`src/rtl/field_color_pkg.sv`:
```
// +--------------------------------------------------------------------------+
// | field_color_pkg : pixel classes and default playfield palettes.          |
// | Rev 1.0                                                                  |
// +--------------------------------------------------------------------------+
`default_nettype none

package field_color_pkg;

  typedef enum logic [1:0] {
    CLS_BG_A = 2'd0,
    CLS_BG_B = 2'd1,
    CLS_LINE = 2'd2,
    CLS_FG   = 2'd3
  } pix_class_t;

  // Colours are {R,G,B} at 10 bits per channel; the top rescales to CW.
  localparam logic [29:0] c_black         = 30'h0;
  localparam logic [29:0] c_white         = {10'h3FF, 10'h3FF, 10'h3FF};
  localparam logic [29:0] c_court_orange  = {10'h3FF, 10'h200, 10'h000};
  localparam logic [29:0] c_court_dark    = {10'h300, 10'h180, 10'h000};
  localparam logic [29:0] c_field_light   = {10'h100, 10'h300, 10'h100};
  localparam logic [29:0] c_field_dark    = {10'h080, 10'h200, 10'h080};
  localparam logic [29:0] c_hall_tan      = {10'h340, 10'h2C0, 10'h1C0};
  localparam logic [29:0] c_hall_brown    = {10'h200, 10'h100, 10'h040};
  localparam logic [29:0] c_grey_light    = {10'h2A0, 10'h2A0, 10'h2A0};
  localparam logic [29:0] c_grey_dark     = {10'h120, 10'h120, 10'h120};

  function automatic logic [29:0] pal_default10(input int unsigned mode_idx, input logic [1:0] cls);
    logic [29:0] c;
    c = c_white;
    case (mode_idx)
      1: c = (cls == 2'd0) ? c_field_light : (cls == 2'd1) ? c_field_dark : c_white;
      2: c = (cls == 2'd2) ? c_hall_brown : (cls == 2'd3) ? c_white : c_hall_tan;
      3: c = (cls == 2'd0) ? c_grey_light : (cls == 2'd1) ? c_grey_dark : c_white;
      default: c = (cls == 2'd0) ? c_court_orange : (cls == 2'd1) ? c_court_dark : c_white;
    endcase
    return c;
  endfunction

endpackage

`default_nettype wire

```
`src/rtl/field_color_pipe_tile_counter.sv`:
```
// +--------------------------------------------------------------------------+
// | field_tile_counter : column/row tile counters with tile parity.          |
// | Rev 1.0                                                                  |
// +--------------------------------------------------------------------------+
`default_nettype none

module field_tile_counter #(
  parameter  int TILE_W = 80,
  parameter  int TILE_H = 60,
  localparam int CXW    = $clog2(TILE_W),
  localparam int CYW    = $clog2(TILE_H)
) (
  input  logic           clk,
  input  logic           rst,
  input  logic           pix_valid,
  input  logic           line_start,
  input  logic           frame_start,
  output logic [CXW-1:0] col_cnt,
  output logic [CYW-1:0] row_cnt,
  output logic           col_par,
  output logic           row_par
);

  logic [CXW-1:0] r_col_cnt;
  logic [CYW-1:0] r_row_cnt;
  logic           r_col_par;
  logic           r_row_par;
  logic           r_first_line;

  // The first line_start of a frame opens row 0 rather than advancing it.
  always_ff @(posedge clk or posedge rst) begin
    if (rst) begin
      r_col_cnt    <= '0;
      r_row_cnt    <= '0;
      r_col_par    <= 1'b0;
      r_row_par    <= 1'b0;
      r_first_line <= 1'b1;
    end else if (frame_start) begin
      r_col_cnt    <= '0;
      r_row_cnt    <= '0;
      r_col_par    <= 1'b0;
      r_row_par    <= 1'b0;
      r_first_line <= !line_start;
    end else if (line_start) begin
      r_col_cnt <= '0;
      r_col_par <= 1'b0;
      if (r_first_line) begin
        r_first_line <= 1'b0;
      end else if (r_row_cnt == CYW'(TILE_H - 1)) begin
        r_row_cnt <= '0;
        r_row_par <= !r_row_par;
      end else begin
        r_row_cnt <= r_row_cnt + CYW'(1);
      end
    end else if (pix_valid) begin
      if (r_col_cnt == CXW'(TILE_W - 1)) begin
        r_col_cnt <= '0;
        r_col_par <= !r_col_par;
      end else begin
        r_col_cnt <= r_col_cnt + CXW'(1);
      end
    end
  end

  assign col_cnt = r_col_cnt;
  assign row_cnt = r_row_cnt;
  assign col_par = r_col_par;
  assign row_par = r_row_par;

endmodule

`default_nettype wire

```
`src/rtl/field_color_pipe.sv`:
```
// +--------------------------------------------------------------------------+
// | field_color_pipe : 2-stage playfield pixel colouriser with palette RAM.  |
// | Optional FIELD_FADE_EN: per-frame fade-in after each mode change. Rev 1.0|
// +--------------------------------------------------------------------------+
`default_nettype none

module field_color_pipe
  import field_color_pkg::*;
#(
  parameter  int CW        = 10,
  parameter  int XW        = 10,
  parameter  int YW        = 10,
  parameter  int TILE_W    = 80,
  parameter  int TILE_H    = 60,
  parameter  int NUM_MODES = 4,
  localparam int MODE_W    = $clog2(NUM_MODES)
) (
  input  logic                clk,
  input  logic                rst,
  input  logic                pix_valid,
  input  logic                line_start,
  input  logic                frame_start,
  input  logic [XW-1:0]       x,
  input  logic [YW-1:0]       y,
  input  logic                px_fg,
  input  logic [MODE_W-1:0]   mode,
  input  logic                pal_we,
  input  logic [MODE_W+1:0]   pal_addr,
  input  logic [3*CW-1:0]     pal_wdata,
  output logic [MODE_W-1:0]   mode_active,
  output logic                out_valid,
  output logic [3*CW-1:0]     rgb
);

  localparam int PAL_N = 4 * NUM_MODES;
  localparam int AW    = MODE_W + 2;
  localparam int CXW   = $clog2(TILE_W);
  localparam int CYW   = $clog2(TILE_H);
  localparam logic [CXW-1:0] c_half_tile = CXW'(TILE_W / 2);

  function automatic logic [3*CW-1:0] scale_default(input logic [29:0] c10);
    logic [3*CW-1:0] r;
    logic [63:0]     ch;
    r = '0;
    for (int k = 0; k < 3; k++) begin
      ch = 64'(c10[k*10 +: 10]);
      r[k*CW +: CW] = CW'((ch << CW) >> 10);
    end
    return r;
  endfunction

  logic [MODE_W-1:0] r_mode_active;
  logic [MODE_W-1:0] w_mode_sel;
  logic              w_wr_ok;
  logic [CXW-1:0]    w_col_cnt;
  logic [CYW-1:0]    w_row_cnt;
  logic              w_col_par;
  logic              w_row_par;
  pix_class_t        w_cls;
  logic              r_s1_valid;
  pix_class_t        r_s1_cls;
  logic [AW-1:0]     r_s1_idx;
  logic [3*CW-1:0]   r_pal [PAL_N];
  logic [3*CW-1:0]   w_pal_rd;
  logic [3*CW-1:0]   w_color;
  logic              r_out_valid;
  logic [3*CW-1:0]   r_rgb;
  logic              w_unused;

  generate
    if (NUM_MODES == (1 << MODE_W)) begin : g_mode_full
      assign w_mode_sel = mode;
      assign w_wr_ok    = 1'b1;
    end else begin : g_mode_partial
      assign w_mode_sel = (32'(mode) < NUM_MODES) ? mode : '0;
      assign w_wr_ok    = (32'(pal_addr[AW-1:2]) < NUM_MODES);
    end
  endgenerate

  always_ff @(posedge clk or posedge rst) begin
    if (rst)              r_mode_active <= '0;
    else if (frame_start) r_mode_active <= w_mode_sel;
  end

  field_tile_counter #(
    .TILE_W (TILE_W),
    .TILE_H (TILE_H)
  ) u_tiles (
    .clk         (clk),
    .rst         (rst),
    .pix_valid   (pix_valid),
    .line_start  (line_start),
    .frame_start (frame_start),
    .col_cnt     (w_col_cnt),
    .row_cnt     (w_row_cnt),
    .col_par     (w_col_par),
    .row_par     (w_row_par)
  );

  always_comb begin
    w_cls = CLS_BG_A;
    if (px_fg) begin
      w_cls = CLS_FG;
    end else begin
      case (int'(r_mode_active))
        1: w_cls = w_col_par ? CLS_BG_B : CLS_BG_A;
        2: w_cls = ((w_row_cnt == '0) || (w_col_cnt == (w_row_par ? c_half_tile : '0)))
                   ? CLS_LINE : CLS_BG_A;
        3: w_cls = (w_col_par ^ w_row_par) ? CLS_BG_B : CLS_BG_A;
        default: w_cls = CLS_BG_A;
      endcase
    end
  end

  always_ff @(posedge clk or posedge rst) begin
    if (rst) begin
      r_s1_valid <= 1'b0;
      r_s1_cls   <= CLS_BG_A;
      r_s1_idx   <= '0;
    end else begin
      r_s1_valid <= pix_valid;
      r_s1_cls   <= w_cls;
      r_s1_idx   <= {r_mode_active, w_cls};
    end
  end

  // A write and a stage-2 read of the same entry in one cycle yields the old colour.
  always_ff @(posedge clk or posedge rst) begin
    if (rst) begin
      for (int i = 0; i < PAL_N; i++)
        r_pal[i] <= scale_default(pal_default10(i / 4, 2'(i % 4)));
    end else if (pal_we && w_wr_ok) begin
      r_pal[pal_addr] <= pal_wdata;
    end
  end

  assign w_pal_rd = r_pal[r_s1_idx];

`ifdef FIELD_FADE_EN
  logic [3:0] r_fade;

  always_ff @(posedge clk or posedge rst) begin
    if (rst) begin
      r_fade <= 4'd0;
    end else if (frame_start) begin
      if (w_mode_sel != r_mode_active) r_fade <= 4'd0;
      else if (r_fade != 4'hF)         r_fade <= r_fade + 4'd1;
    end
  end

  for (genvar k = 0; k < 3; k++) begin : g_fade_ch
    logic [CW+3:0] w_prod;
    assign w_prod = {4'd0, w_pal_rd[k*CW +: CW]} * {{CW{1'b0}}, r_fade};
    assign w_color[k*CW +: CW] = (r_s1_cls == CLS_FG) ? w_pal_rd[k*CW +: CW] : w_prod[CW+3:4];
  end
`else
  assign w_color = w_pal_rd;
`endif

  always_ff @(posedge clk or posedge rst) begin
    if (rst) begin
      r_out_valid <= 1'b0;
      r_rgb       <= '0;
    end else begin
      r_out_valid <= r_s1_valid;
      r_rgb       <= r_s1_valid ? w_color : '0;
    end
  end

  assign mode_active = r_mode_active;
  assign out_valid   = r_out_valid;
  assign rgb         = r_rgb;
  assign w_unused    = ^{x, y, r_s1_cls};

endmodule

`default_nettype wire

```
`config.mk`:
```
export PLATFORM = sky130hd
export DESIGN_NAME = field_color_pipe
export DESIGN_NICKNAME = d
export VERILOG_FILES = /design/src/rtl/field_color_pkg.sv /design/src/rtl/field_color_pipe_tile_counter.sv /design/src/rtl/field_color_pipe.sv
export SDC_FILE = /design/constraint.sdc
export NUM_CORES = 1
export LEC_CHECK = 0
export CAP_MARGIN = 20
export CELL_PAD_IN_SITES_DETAIL_PLACEMENT = 1
export CELL_PAD_IN_SITES_GLOBAL_PLACEMENT = 1
export CORE_ASPECT_RATIO = 0.9
export CORE_UTILIZATION = 35
export CTS_CLUSTER_DIAMETER = 150
export DETAILED_ROUTE_END_ITERATION = 12
export GPL_TIMING_DRIVEN = 1
export PLACE_DENSITY = 0.54
export SLEW_MARGIN = 25
export SYNTH_ARGS = -nofsm -noshare
export SYNTH_HDL_FRONTEND = slang
export SYNTH_HIERARCHICAL = 1
export SYNTH_SLANG_ARGS = --single-unit
export TNS_END_PERCENT = 20
```
`constraint.sdc`:
```
create_clock -name clk -period 38.1 [get_ports clk]
set_input_delay 5.715 -clock clk [delete_from_list [all_inputs] [get_ports clk]]
set_output_delay 5.715 -clock clk [all_outputs]
set_load 0.01 [all_outputs]
```
Word level (Yosys, flattened, before mapping)
Cells that the tools add are included.

word-level totals
  bits in registers = 534
  latch bits = 0
  bits in writable memories = 0
  ROM bits = 0
  output and inout port bits = 33
  memories = 0

operators by class
  $add $sub $neg = 2
  $mul = 0
  div/mod/pow operators = 0
  magnitude comparators = 3
  eq/ne operators = 7
  shift-type cells = 0
  muxes and demuxes = 31
  bitwise gates (word level) = 3
  reductions and logical operators = 13

operators with widths
  kind                                                                   number
  480-bit bitwise mux                                                    1
  30-bit binary-select mux with 4-bit select                             1
  30-bit demux with 4-bit select                                         1
  30-bit two-way mux                                                     4
  6-bit two-way mux                                                      5
  7-bit two-way mux                                                      4
  1-bit two-way mux                                                      12
  5-bit greater-or-equal comparator (second input constant)              2
  4-bit inverter with 5-bit output                                       2
  7-bit by 1-bit adder with 7-bit output (second input constant)         1
  7-bit by 6-bit equality test with 1-bit output                         1
  7-bit equality test (second input constant)                            1
  6-bit by 1-bit adder with 6-bit output (second input constant)         1
  6-bit equality test (second input constant)                            1
  6-bit zero test                                                        1
  2-bit one-hot mux with 3 select lines                                  1
  3-bit nonzero test                                                     2
  5-bit by 1-bit < comparator with 1-bit output (second input constant)  1
  2-bit equality test (second input constant)                            2
  2-bit two-way mux                                                      2
  2-bit AND reduction                                                    2
  2-bit nonzero test                                                     2
  1-bit zero test                                                        3
  3-bit AND reduction                                                    1
  5 further kinds                                                        5

Logic depth before layout (Yosys ltp)
Gate-level depths: netlist of the first run.

  word-level depth = 6
  gate-level depth with buffers = 8

Hierarchy
The synthesis of the first run kept the hierarchy.

modules (own cells, without submodules)
  module              instances  cells each  area an instance (µm²)
  field_color_pipe    1          1610        23445.0
  field_tile_counter  1          83          830.8

Worst setup path before layout of the first run
OpenSTA, ideal clock, no wires.

  kind = input-to-reg
  from = input port pal_addr[2]
  to = register r_pal[450] (netlist bit)
  setup time = 125 ps
  arrival time = 6882 ps
  data required time = 37975 ps
  slack = 31092 ps
  stages = 4
  buffers on the path = 2
  cell sequence = buf_4 > or4_4 > buf_6 > mux2_4

on the way
  cells in the longest elaborated chain, start to end = 6
  elaborated cells between the ends (all ways) = 7

RTL lines
  what                                                                                                                             line                     text
  start: declaration                                                                                                               field_color_pipe.sv:28   input logic [MODE_W+1:0] pal_addr,
  4-bit inverter with 5-bit output (implied by the code) (*)                                                                       field_color_pipe.sv:133  r_pal[pal_addr] <= pal_wdata;
  5-bit greater-or-equal comparator (implied by the code) / 5-bit by 1-bit < comparator with 1-bit output (equally long branches)  field_color_pipe.sv:133
  1-bit logical AND (implied by the code)                                                                                          field_color_pipe.sv:133
  30-bit two-way mux (implied by the code)                                                                                         field_color_pipe.sv:133
  30-bit demux with 4-bit select (*)                                                                                               field_color_pipe.sv:133
  480-bit bitwise mux (*)                                                                                                          field_color_pipe.sv:133
  end signal: indexed assignment                                                                                                   field_color_pipe.sv:131  r_pal[i] <= scale_default(pal_default10(i / 4, 2'(i % 4)));
  end signal: indexed assignment                                                                                                   field_color_pipe.sv:133
  end: declaration                                                                                                                 field_color_pipe.sv:63   logic [3*CW-1:0] r_pal [PAL_N];

Mark *: on every way between the ends. The rest lies on a longest branch, timed or not.
A chain may end at the register's enable or synchronous reset.

Final worst setup path of the first run
  from = input port pal_addr[2]
  to = register r_pal[36] (netlist bit)

The elaborated chain is that of the path after synthesis.

==> impl_metrics.yaml, run 1 <==
critical_path:
  r2r_cells: 7
  end_kind: "flip-flop"
  timing.rr.end: "rgb[4]"
  required_ns: 38.64
  arrival_ns: 8.74
  criticalPathCategory: "input pin to flip-flop"
  cp-start-kind: "input pin"
  r2r_slack_ns: 33.55
  r2r-start: "r_s1_idx[0]"
  path_max_fanout: 23
route:
  wl_met1_mm: 31.5
  drt-total-wl_mm: 66.7
  wl_met2_mm: 31.5
  viasPerCell: 5.22
  drc: 0
  maxUsedRoutingLayer: "met5"
  vias: 14100
  wl_met3_mm: 2.21
  drt-initial-drc-count: 539
  wire_per_inst_um: 24.7
  first_pass_iters: 5
  ant_nets: 0
yosys:
  yosysTopAreaCell: "dfstp_2"
  ys_ff_latch: 534
  ys_top_cells_by_area: "dfstp_2 (29%), dfrtp_1 (27%), mux2_2 (20%)"
  synth_top_area_share_pct: 29.1
  yosysSeqAreaShare_pct: 56.4
  synth_common_cells: "mux2_2 (439), dfstp_2 (269), dfrtp_1 (265)"
  syn_area_mm2: 0.0243
  yosysWarningCount: 6
  synth_ff_type: "dfstp_2"
  syn_nets: 1758
  syn_inst: 1693
  async_flop_share_pct: 100
  synth-edff-count: 0
  syn_avg_cell_area_um2: 14.3
  synth_cell_types: 51
  yosys.cell_count.top_type: "mux2_2"
placement:
  pre_cts_slack_ns: 29.17
  hpwl_mm: 36.4
  port_buffers: 75
  place_congestion: 0.695
floorplan:
  row_count: 91
  start_util_pct: 35.4
  io_pins: 96
  die_area_mm2: 0.0704
  die_y_um: 252
  core_area_mm2: 0.0685
  die_w_um: 280
cells_and_area:
  layout-area-overhead-vs-synth_pct: 14.5
  diodes: 0
  final_net_count: 1790
  fill_cells: 6980
  layout-drive-gt1-share_pct: 50.8
  multiInputGateArea_mm2: 0.00996
  seq_area_mm2: 0.0137
  final_util_pct: 40.5
sta:
  slew_headroom_pct: 29.5
  skew_ns: 0.0202
  setup_violations: 0
  slew_violations: 0
  clock.fmax_mhz: 122
  finalHoldViolCount: 0
  worstMarginPinSlew_ns: 1.06
  tns_ns: 0
  whs_ns: 0.431
  min_period_over_period_pct: 21.5
  rsz0062_at_grt: "false"
  fin_ws_ns: 29.90
  post-route-min-period_ns: 8.20
worst_hold_path:
  holdPathEnd: "out_valid"
  hold_path_class: "flip-flop to flip-flop"
  worstHoldPathCells: 0
  min_from: "r_s1_valid"
global_routing:
  track_usage_pct: 19.3
  grt_pass1_wl_mm: 102
  grt_pass1_vias: 15800
  overflow: 0
  antenna_found_initial: 4
  grt_max_degree: 195
clock_tree:
  clkLatencyLatePin_ns: 0.63
  cts_hold_buf: 0
  cts.sinks: 534
  clk_pin_slew_ns: 0.06
  cts_buffer_depth: 3
  cts-resized-gates: 0
  cts_tree: "done"
  post-cts-setup-buffer-count: 0
  htreeDepth: 2
  cts_buffers: 59
  cts-root-buf: "clkbuf_16"
power:
  power_mw: 1.63
  p_leak_nw: 11.7
  power_density_mw_per_mm2: 58.5
  peakVddDrop_uv: 31.2
run_status:
  status: "complete, no violations"
job:
  drv_cap: 0
[kinds of logic (layout without fill, tap and decap cells)]
group	count (synthesis)	in the layout	share of synthesized area, %
mux	711	711	32.9
simple gates	122	122	2.39
buf+inv	147	228	2.96
fa+ha+maj	2	2	0.103
compound gates	170	170	4.98
flops	534	534	56.4
xor+xnor	7	7	0.253
[critical path, cell delays in order]
cell and delay (ns):
clkdlybuf4s50_1 0.80, nand2_1 0.31, nor3_2 0.85, buf_4 0.64
mux2_2 0.41
[metal layers]
layer	GRT usage, %	up-vias
met1	27.0	7601
met2	31.1	181
met5	0	-
met4	5.04	8
li1	-	6222
met3	2.95	99
[how the worst max path moves through the flow]
stage,startpoint,to,cells past startpoint
3_5_place_dp,rst,r_pal[306],4
3_3_place_gp,pal_addr[2],r_pal[35],5
4_1_cts,rst,r_pal[306],4
5_1_grt,pal_addr[2],r_pal[36],5
6_report,pal_addr[2],r_pal[36],5
2_1_floorplan,rst,mode_active[0],1
[cells in the final DEF, fill, tap and decap left out, drive strengths merged, types with 3 or more instances in the layout]
master | synthesis | final
inv | 5 | 6
xor2 | 4 | 4
mux2 | 481 | 481
nor2 | 20 | 20
clkdlybuf4s50 | 0 | 75
o22ai | 18 | 18
dfrtp | 265 | 265
buf | 83 | 38
clkinv | 0 | 11
nand3 | 4 | 4
nor3 | 6 | 6
mux2i | 218 | 218
a21oi | 5 | 5
mux4 | 12 | 12
xnor2 | 3 | 3
or3 | 4 | 4
dfstp | 269 | 269
o21ai | 28 | 28
nand2b | 4 | 4
clkbuf | 59 | 96
nand3b | 3 | 3
nand2 | 62 | 62
nor2b | 4 | 4
a221oi | 12 | 12
a22oi | 96 | 96
[flip-flops by register name, indices dropped and copies added (netlist names)]
register and cells:
r_pal 480, rgb 30, u_tiles/col_cnt 7, u_tiles/row_cnt 6, r_s1_idx 4, mode_active 2
out_valid 1, r_s1_valid 1, u_tiles/col_par 1, u_tiles/r_first_line 1, u_tiles/row_par 1
[metrics by stage]
stage	cell area, um2	std cells
6_report	27800	2704
5_1_grt	27800	2704
4_1_cts	27800	2703
3_5_place_dp	25900	2593
3_3_place_gp	25900	2592
2_1_floorplan	24300	1693
[where the power goes]
part,switching [mW],total (mW),internal [mW]
Sequential,0.0628,0.802,0.739
Clock,0.234,0.554,0.321
Combinational,0.117,0.270,0.153
Total,0.414,1.63,1.21
[area by class of cell]
class,count,area share [%]
timing repair buffer,113,3.92
clock buffer,96,6.21
tap,930,4.19
inverter,5,0.0945
sequential,534,49.3
multi-input combinational,1012,35.8
clock inverter,14,0.446
No activity file was read; power rests on OpenSTA's default activity.
==> run 2, diff against run 1 <==
--- a/config.mk
+++ b/config.mk
@@ -13,7 +13,7 @@
 export CTS_CLUSTER_DIAMETER = 150
 export DETAILED_ROUTE_END_ITERATION = 12
 export GPL_TIMING_DRIVEN = 1
-export PLACE_DENSITY = 0.54
+export PLACE_DENSITY = 0.56
 export SLEW_MARGIN = 25
 export SYNTH_ARGS = -nofsm -noshare
 export SYNTH_HDL_FRONTEND = slang
==> constraint.sdc (replaced) <==
create_clock -name clk -period 7.2 [get_ports clk]
set_input_delay 1.08 -clock clk [delete_from_list [all_inputs] [get_ports clk]]
set_output_delay 1.08 -clock clk [all_outputs]
set_load 0.01 [all_outputs]
==> run 2 against run 1 <==
Net effect:
- hold slack improved by 0.0045 ns
- global-route usage fell by 0.34 points
- critical endpoint is now r_pal[23]
- sequential cell count did not move
- count of clock-buffer cells in the layout rose by 4
- final area rose by 0.35%
- setup slack got worse by 26 ns
==> impl_metrics.yaml, run 2 (same netlist as run 1, synthesis figures left out) <==
run_status:
  status: "complete, no violations"
critical_path:
  criticalPathCategory: "input pin to flip-flop"
  arrival_ns: 3.76
  cp-start-kind: "input pin"
  end_kind: "flip-flop"
  path_max_fanout: 18
  r2r_cells: 7
  required_ns: 7.73
cells_and_area:
  fill_cells: 6917
  largest_register: "r_pal"
  layout_commonest_cell: "mux2_2"
  layout-area-overhead-vs-synth_pct: 14.9
  final_net_count: 1792
  fin_cells: 2708
  final_cell_mix: "mux2_2 (439), dfstp_2 (269), dfrtp_1 (264)"
  layout-drive-gt1-share_pct: 50.9
  largest_reg_flops: 480
  seq_area_mm2: 0.0137
  fin_area_mm2: 0.0279
  multiInputGateArea_mm2: 0.00996
sta:
  whs_ns: 0.436
  post-route-min-period_ns: 3.24
  slew_headroom_pct: 35.7
  worstMarginPinSlew_ns: 0.965
  rsz0062_at_grt: "false"
  tns_ns: 0
  slew_violations: 0
  clock.fmax_mhz: 309
  min_period_over_period_pct: 44.9
  finalHoldViolCount: 0
  skew_ns: 0.0126
  setup_violations: 0
power:
  power_mw: 8.63
  p_int_mw: 6.46
  p_leak_nw: 11.7
  p_comb_share_pct: 16.5
  power_density_mw_per_mm2: 309
  switching_power_mw: 2.17
  peakVddDrop_uv: 155
  seqPwrFrac_pct: 49.2
  pwr-share-clk_pct: 34.3
  p_sw_share_pct: 25.2
global_routing:
  overflow: 0
  antenna_found_initial: 5
  grt_max_degree: 138
  use_met2_pct: 30.2
  track_usage_pct: 18.9
  use_met1_pct: 26.6
  met3_usage_pct: 3.02
  busiest_layer: "met2"
  grt_pass1_vias: 16000
  grt_pass1_wl_mm: 101
route:
  wire_per_inst_um: 23.9
  first_pass_iters: 4
  ant_nets: 0
  drt-total-wl_mm: 64.7
  vias: 14100
  drc: 0
  viasPerCell: 5.22
  drt-initial-drc-count: 700
placement:
  port_buffers: 75
  placed_cell_area_mm2: 0.0259
  place_inst: 2593
  hpwl_mm: 35.4
  place_congestion: 0.702
clock_tree:
  cts-resized-gates: 0
  cts_buffers: 60
  cts-root-buf: "clkbuf_16"
  clkLatencyLatePin_ns: 0.61
  post-cts-setup-buffer-count: 0
  cts.sinks: 534
  htreeDepth: 2
  cts_tree: "done"
  cts_buffer_depth: 3
  cts_hold_buf: 0
  clk_pin_slew_ns: 0.06
floorplan:
  die_area_mm2: 0.0704
  die_w_um: 280
  io_pins: 96
  die_y_um: 252
  start_util_pct: 35.4
  row_count: 91
  core_area_mm2: 0.0685
worst_hold_path:
  worstHoldPathCells: 0
  hold_path_class: "flip-flop to flip-flop"
job:
  drv_cap: 0
-- run 2: cell count changes in the layout (fill, tap and decap cells not counted), moves of 2 or more --
| cell | delta |
|---|---|
| clkinvlp_4 | +2 |
| buf_12 | +4 |
| clkbuf_8 | +3 |
| diode_2 | +2 |
| clkbuf_16 | +2 |
| buf_6 | -2 |
| clkinv_2 | -2 |
-- run 2: worst paths after layout --
kind,from,to,slack (ns)
setup / recovery,pal_addr[2],r_pal[23],3.96
hold / removal,mode_active[0],r_s1_idx[2],0.44
setup reg to reg,r_s1_idx[2],rgb[11],4.30
hold reg to reg,mode_active[0],r_s1_idx[2],0.44
max in group asynchronous,rst,r_pal[467],4.87
min in group asynchronous,rst,u_tiles/col_cnt[5],0.96
-- run 2: per-layer routing --
layer	vias to the layer above	part of all wire (%)	routed length, um
li1	6255	-	-
met1	7586	48	30800
met2	193	46	29900
met3	107	3.9	2520
met4	6	2.3	1470
met5	-	0.040	26
-- run 2: worst max-delay path, cell delays in order --
cell             delay, ns
clkdlybuf4s50_1       0.78
nand2_1               0.31
nor2_4                0.74
buf_4                 0.45
mux2_2                0.38
-- run 2: power by group through the flow --
stage / registers (mW) / logic (mW) / clock network [mW]
finish: 4.24 / 1.43 / 2.96
global route: 4.34 / 1.58 / 3.17
CTS: 4.25 / 1.45 / 3.06
detailed placement: 4.29 / 1.44 / 0
global placement: 4.24 / 1.40 / 0
floorplan: 4.20 / 1.09 / 0
-- run 2: through the flow --
stage | setup WS [ns] | utilization (%)
CTS | 3.90 | 40.6
global route | 3.87 | 40.7
floorplan | -0.697 | -
finish | 3.96 | 40.7
detailed placement | 3.34 | 37.9
global placement | 3.38 | 37.9
-- run 2: cell type report --
class	instances	share of cell area, %
Inverter	5	0.0807
Tap cell	930	4.17
Timing Repair Buffer	114	4.08
Multi-Input combinational cell	1012	35.7
Clock buffer	100	6.50
Clock inverter	11	0.296
Antenna cell	2	0.0179
Sequential cell	534	49.1
